--- src/rtl/ysyx_22041207_ifu_pkg.sv ---
// Shared IFU definitions: widths, reset PC, NOP encoding, FSM states,
// the decoder-facing payload and the doubleword-to-instruction select.
package ysyx_22041207_ifu_pkg;

  localparam int unsigned XLEN   = 64;
  localparam int unsigned DATA_W = 64;
  localparam int unsigned INST_W = 32;

  localparam logic [XLEN-1:0]   RESET_PC = 64'h0000_0000_8000_0000;
  localparam logic [INST_W-1:0] NOP_INST = 32'h0000_0013;

  typedef enum logic [1:0] {
    IFU_IDLE = 2'd0,
    IFU_REQ  = 2'd1,
    IFU_WAIT = 2'd2,
    IFU_OUT  = 2'd3
  } ifu_state_e;

  // Instruction payload handed to the decoder.
  typedef struct packed {
    logic [INST_W-1:0] inst;
    logic [XLEN-1:0]   pc;
    logic              fault;
  } ifu_out_t;

  localparam ifu_out_t IFU_OUT_RST = '{inst: NOP_INST, pc: '0, fault: 1'b0};

  // Pick the 32-bit word of a doubleword addressed by pc[2].
  function automatic logic [INST_W-1:0] select_inst(input logic [DATA_W-1:0] rdata,
                                                    input logic              hi);
    return hi ? rdata[DATA_W-1:INST_W] : rdata[INST_W-1:0];
  endfunction

endpackage

--- src/rtl/ysyx_22041207_pc_reg.sv ---
// Architectural PC register with its next-PC select.
// Ports:
//   clk, rst_n     clock, async active-low reset (pc <= RESET_PC)
//   redirect_i     load redirect target (word aligned) next cycle
//   redirect_pc_i  redirect target; bits [1:0] are dropped
//   advance_i      pc <= pc + 4 (wraps modulo 2^XLEN)
//   pc_o           current pc
module ysyx_22041207_pc_reg
  import ysyx_22041207_ifu_pkg::*;
(
  input  logic            clk,
  input  logic            rst_n,
  input  logic            redirect_i,
  input  logic [XLEN-1:0] redirect_pc_i,
  input  logic            advance_i,
  output logic [XLEN-1:0] pc_o
);

  logic [XLEN-1:0] pc_q;
  logic [XLEN-1:0] pc_d;

  // Low target bits are forced to zero, so they are intentionally unused.
  logic unused_redirect_lsbs;
  assign unused_redirect_lsbs = ^redirect_pc_i[1:0];

  // Redirect wins over sequential advance.
  always_comb begin
    pc_d = pc_q;
    if (redirect_i) begin
      pc_d = {redirect_pc_i[XLEN-1:2], 2'b00};
    end else if (advance_i) begin
      pc_d = pc_q + XLEN'(4);
    end
  end

  always_ff @(posedge clk or negedge rst_n) begin
    if (!rst_n) begin
      pc_q <= RESET_PC;
    end else begin
      pc_q <= pc_d;
    end
  end

  assign pc_o = pc_q;

endmodule

--- src/rtl/ysyx_22041207_ifu.sv ---
// Instruction fetch unit: owns the PC, fetches doublewords over a
// valid/ready memory port (one request outstanding) and hands one
// instruction at a time to the decoder. Redirects flush any in-flight fetch.
// Ports:
//   clk, rst_n                         clock, async active-low reset
//   imem_req_valid/ready, imem_addr    fetch request (8-byte aligned address)
//   imem_resp_valid/rdata/resp_err     fetch response (single-cycle pulse)
//   inst_valid/ready, inst, inst_pc,   decoder handshake and payload;
//   inst_fault                         inst is NOP_INST on a faulting fetch
//   redirect_valid, redirect_pc        PC redirect pulse from execute/trap
module ysyx_22041207_ifu
  import ysyx_22041207_ifu_pkg::*;
(
  input  logic              clk,
  input  logic              rst_n,
  output logic              imem_req_valid,
  input  logic              imem_req_ready,
  output logic [XLEN-1:0]   imem_addr,
  input  logic              imem_resp_valid,
  input  logic [DATA_W-1:0] imem_rdata,
  input  logic              imem_resp_err,
  output logic              inst_valid,
  input  logic              inst_ready,
  output logic [INST_W-1:0] inst,
  output logic [XLEN-1:0]   inst_pc,
  output logic              inst_fault,
  input  logic              redirect_valid,
  input  logic [XLEN-1:0]   redirect_pc
);

  ifu_state_e      state_q, state_d;
  logic            drop_q, drop_d;
  logic            req_valid_q, req_valid_d;
  logic            inst_valid_q, inst_valid_d;
  ifu_out_t        out_q, out_d;
  logic            advance;
  logic            redirect_en;
  logic [XLEN-1:0] pc;

  // Redirects are ignored in the single post-reset IDLE cycle.
  assign redirect_en = redirect_valid && (state_q != IFU_IDLE);

  ysyx_22041207_pc_reg u_pc_reg (
    .clk           (clk),
    .rst_n         (rst_n),
    .redirect_i    (redirect_en),
    .redirect_pc_i (redirect_pc),
    .advance_i     (advance),
    .pc_o          (pc)
  );

  // Next state, drop flag, payload capture and registered output enables.
  always_comb begin
    state_d      = state_q;
    drop_d       = drop_q;
    out_d        = out_q;
    advance      = 1'b0;
    req_valid_d  = 1'b0;
    inst_valid_d = 1'b0;

    unique case (state_q)
      IFU_IDLE: begin
        state_d = IFU_REQ;
      end

      IFU_REQ: begin
        // A redirect without a handshake simply re-presents the new address.
        if (imem_req_valid && imem_req_ready) begin
          state_d = IFU_WAIT;
          drop_d  = redirect_en;
        end
      end

      IFU_WAIT: begin
        if (redirect_en) begin
          if (imem_resp_valid) begin
            state_d = IFU_REQ;
            drop_d  = 1'b0;
          end else begin
            drop_d  = 1'b1;
          end
        end else if (imem_resp_valid) begin
          if (drop_q) begin
            state_d = IFU_REQ;
            drop_d  = 1'b0;
          end else begin
            state_d     = IFU_OUT;
            out_d.pc    = pc;
            out_d.fault = imem_resp_err;
            out_d.inst  = imem_resp_err ? NOP_INST : select_inst(imem_rdata, pc[2]);
          end
        end
      end

      IFU_OUT: begin
        // A same-cycle redirect overrides the decoder handshake.
        if (redirect_en) begin
          state_d = IFU_REQ;
        end else if (inst_ready) begin
          advance = 1'b1;
          state_d = IFU_REQ;
        end
        if (state_d != IFU_OUT) begin
          out_d.inst  = NOP_INST;
          out_d.fault = 1'b0;
        end
      end
    endcase

    req_valid_d  = (state_d == IFU_REQ);
    inst_valid_d = (state_d == IFU_OUT);
  end

  always_ff @(posedge clk or negedge rst_n) begin
    if (!rst_n) begin
      state_q      <= IFU_IDLE;
      drop_q       <= 1'b0;
      req_valid_q  <= 1'b0;
      inst_valid_q <= 1'b0;
      out_q        <= IFU_OUT_RST;
    end else begin
      state_q      <= state_d;
      drop_q       <= drop_d;
      req_valid_q  <= req_valid_d;
      inst_valid_q <= inst_valid_d;
      out_q        <= out_d;
    end
  end

  assign imem_req_valid = req_valid_q;
  assign imem_addr      = {pc[XLEN-1:3], 3'b000};
  assign inst_valid     = inst_valid_q;
  assign inst           = out_q.inst;
  assign inst_pc        = out_q.pc;
  assign inst_fault     = out_q.fault;

endmodule

--- config.mk ---
export PLATFORM = sky130hd
export DESIGN_NAME = ysyx_22041207_ifu
export DESIGN_NICKNAME = d
export VERILOG_FILES = /design/src/rtl/ysyx_22041207_ifu_pkg.sv /design/src/rtl/ysyx_22041207_pc_reg.sv /design/src/rtl/ysyx_22041207_ifu.sv
export SDC_FILE = /design/constraint.sdc
export NUM_CORES = 1
export LEC_CHECK = 0
export BUFFER_PORTS_ARGS = -buffer_cell sky130_fd_sc_hd__clkbuf_2
export CORE_ASPECT_RATIO = 1.2
export CORE_MARGIN = 2
export CORE_UTILIZATION = 46
export DETAILED_ROUTE_END_ITERATION = 10
export GPL_TIMING_DRIVEN = 0
export PLACE_DENSITY = 0.74
export SYNTH_ARGS = -nofsm -noshare
export SYNTH_HDL_FRONTEND = slang
export SYNTH_SLANG_ARGS = --single-unit
--- constraint.sdc ---
create_clock -name clk -period 3.06 [get_ports clk]
set_input_delay 0.612 -clock clk [delete_from_list [all_inputs] [get_ports clk]]
set_output_delay 0.612 -clock clk [all_outputs]
set_load 0.01 [all_outputs]
==> results by group <==
Finish
  – Diode count: 0
  – Synth-to-layout area growth: 28.0%
  – Fin util: about three fifths
  – Final layout net count: around 1300
  – Commonest non-fill, non-tap cell in the layout: clkbuf_2
  – # fillers: between 1500 and 2000
  – Share of cells above drive strength 1: between 40% and 50%
  – Commonest cells after routing, fill and taps aside: clkbuf_2 (288), dfrtp_1 (158), nand2_1 (117)

Routing
  – Antenna viol nets, final: 0
  – DR vias: a little under 8000
  – Routed len/inst: around 18 um
  – DRC: 0
  – Drt total wl: 25500 um
  – Detailed Routing Iterations Pass 1: 5
  – Mean number of vias per cell: 5.57
  – DR iter-0 viols: 553

Outcome
  – Status: finished, violations left
  – Failing checks: capacitance limit

Setup path
  – Setup crit end kind: flip-flop
  – WS Path Type: flip-flop to flip-flop
  – Critical Path RT: about 3.4 ns
  – CP Max Fanout: 10
  – Worst Path Arrival: 3.25 ns
  – Type of origin of the critical path: flip-flop

Logic synthesis
  – Largest family of logic cells by synthesized area: simple AND/OR/NAND/NOR gates
  – Synth Area in XOR/XNOR: under 10%
  – Synth warnings: 0
  – Async SR Flop Fraction: 100%
  – Area contributors post-synth: dfrtp_1 (46%), mux2_2 (7.6%), buf_4 (5.8%), nand2_1 (5.1%), o21ai_0 (4.3%)
  – Mux cell area share after synthesis: approximately 11%
  – Post-synth cell types: 60
  – Synth Register Bits: approximately 160
  – Largest area contributor in the netlist: dfrtp_1
  – Synth top area share: between 40% and 50%
  – Compound-gate portion of the synthesized area: 10.4%
  – Sequential area share after synthesis: a little under half
  – Mean Syn Cell Area: roughly 10 sq um
  – Post-Synth Simple-Gate Area: 18.9%
  – Cell count after synthesis: 857
  – Synth Flop Type: dfrtp_1
  – Syn Std Cell Area: approximately 8600 sq um
  – Post-synth EDFFs: 0
  – Post-synthesis adder-cell area fraction: 0.146%

Die
  – Core area: ~18000 sq um
  – Initial Util: about 47%
  – Total I/O pin count: 298
  – Die Width: 129 um
  – Die Area: approximately 20000 sq um
  – Core Rows: 54
  – Die Y: 154 um

Timing
  – Tcrit/Tclk final: a little over nine tenths
  – Slew headroom: around 2.3%
  – Slew @ Worst Pin: 1.45 ns
  – Pins Over Slew Limit: 0
  – Fin Hold WS: 0.179 ns
  – Clk_skew: between 0.006 and 0.007 ns
  – Fin crit period: a little under 3 ns
  – Max Clk Rate: 0.345 GHz
  – Count of final setup violators: 0
  – Hold Vio Cnt, Final: 0
  – Setup TNS Final: 0 ns
  – RSZ-0062 raised after global routing: no

Global routing
  – Antenna violations before repair: 0
  – First-pass GRT wire length: approximately 40000 um
  – Largest net degree at the start of global routing: 93
  – GRT Util Overall: a little over a quarter
  – Final global-route overflow total: 0
  – Number of global-route vias before repair: between 7000 and 8000

Power
  – Pint: a little over 6 mW
  – Clock power share: between 20% and 30%
  – Final Power: roughly 9.9 mW
  – Peak supply drop: between 0.4 and 0.5 mV
  – Switch share: 38.0%
  – Leakage: approximately 5.3 nW
  – Power density cells: between 900 and 1000 nW/um^2
  – Sw power: roughly 3.8 mW
  – Comb pwr share: 38.9%
  – Sequential Power Share: 38.1%

Min path
  – Hold Crit Class: input pin to async pin

Placed design
  – IO buf count: 289
  – Routability cong.: 0.945
  – HPWL after DPL: around 19000 um

Flow run
  – Max-cap violations: 1

Clock network
  – Insertion delay to the later sink of the worst-skew pair: about 0.43 ns
  – Largest buffer count on any clock path: 2
  – Post-CTS setup repair buffer count: 0
  – Cts bufs inserted: 17
  – Clock slew at reported path FFs: about 0.06 ns
  – H-tree depth: 4
  – Clock sink count: around 160
  – Clk root buf: clkbuf_16
  – CTS Hold Bufs: 0
  – CTS tree: built
-- registers in the layout, summed over array words and instances, names as in the netlist --
| signal | flops |
|---|---|
| inst | 32 |
| state_q | 2 |
| inst_valid | 1 |
| u_pc_reg.pc_o | 62 |
| drop_q | 1 |
| inst_pc | 62 |
| inst_fault | 1 |
| imem_req_valid | 1 |
-- final cells by class --
class | instances | area (sq um) | area share, %
flip-flops and latches | 162 | 4060 | 36.9
multi-input cells | 579 | 3790 | 34.5
repair buffers | 290 | 1480 | 13.5
plain buffers | 109 | 708 | 6.44
clock buffers | 19 | 443 | 4.03
well taps | 224 | 280 | 2.55
clock inverters | 13 | 184 | 1.67
inverters | 10 | 37.5 | 0.342
-- per-layer routing --
layer / up-vias / GRT usage [%] / routed length (um)
met1: 3750 / 33.3 / 10300
met2: 353 / 42.6 / 12400
met3: 62 / 5.43 / 1840
met5: - / 0 / 0
met4: 0 / 11.2 / 858
li1: 3660 / - / -
-- per-stage QoR --
step	setup WS [ns]	area, sq um	instances
floorplan	0.654	8600	861
global placement	-1.55	10300	1374
detailed placement	-0.337	10400	1375
CTS	0.0993	11000	1407
global route	0.0265	11000	1406
finish	0.161	11000	1406
-- cell usage after synthesis, types with 2 or more instances --
master,n
and4_2,2
nor3_1,13
and3_2,4
nand2b_1,3
xnor2_1,13
nor4_1,14
o22ai_1,3
a22o_1,5
nand3_1,48
and2_1,4
nor4b_1,2
clkbuf_1,26
or4_1,13
mux2_2,58
and2_2,2
o21ai_0,74
nand4b_1,3
nor2_1,21
nor4_4,2
buf_4,66
or2_2,2
or3_1,8
mux2i_1,32
xor2_1,19
buf_1,3
a21oi_1,9
o211ai_1,15
dfstp_2,4
a22oi_1,14
and3_1,7
o311ai_0,4
dfrtp_1,158
nand4_1,29
clkbuf_8,3
buf_2,11
inv_1,10
a211o_1,4
and4_1,6
nand2_1,117
a31oi_1,6
-- what timing repair did --
item / CTS / global route
setup endpoints to repair: 0 / 7
gates resized for setup: 0 / 0
hold endpoints to repair: 0 / 0
-- final timing paths --
kind	start	endpoint	slack, ns	cells after the start
worst max-delay path	state_q[1]	u_pc_reg.pc_o[13]	0.16	6
worst min-delay path	rst_n	inst_pc[22]	0.18	1
worst max register to register	state_q[1]	u_pc_reg.pc_o[13]	0.16	6
worst min register to register	inst[23]	inst[23]	0.48	2
max in group asynchronous	rst_n	inst[4]	2.00	2
min in group clk	redirect_pc[31]	u_pc_reg.pc_o[31]	0.37	3
-- cell families after synthesis --
logic type,count (synthesis)
xor+xnor,32
other cells,1
simple gates,307
compound gates,144
fa+ha+maj,1
mux,90
buf+inv,120
flops,162
-- worst max-delay path, cell delays in order (launching register included) --
cell	delay (ns)
dfrtp_1	0.37
buf_2	0.23
nand3_1	0.36
nor4_1	1.30
nand4_1	0.22
xor2_1	0.19
o21ai_0	0.15
-- power groups by stage --
stage / sequential, mW / combinational (mW) / clock [mW]
2_1_floorplan: 3.76 / 2.32 / 0
3_3_place_gp: 3.77 / 3.80 / 0
3_5_place_dp: 3.80 / 3.86 / 0
4_1_cts: 3.77 / 3.88 / 2.31
5_1_grt: 3.91 / 4.22 / 2.39
6_report: 3.78 / 3.85 / 2.28
No activity file was read; power rests on OpenSTA's default activity.
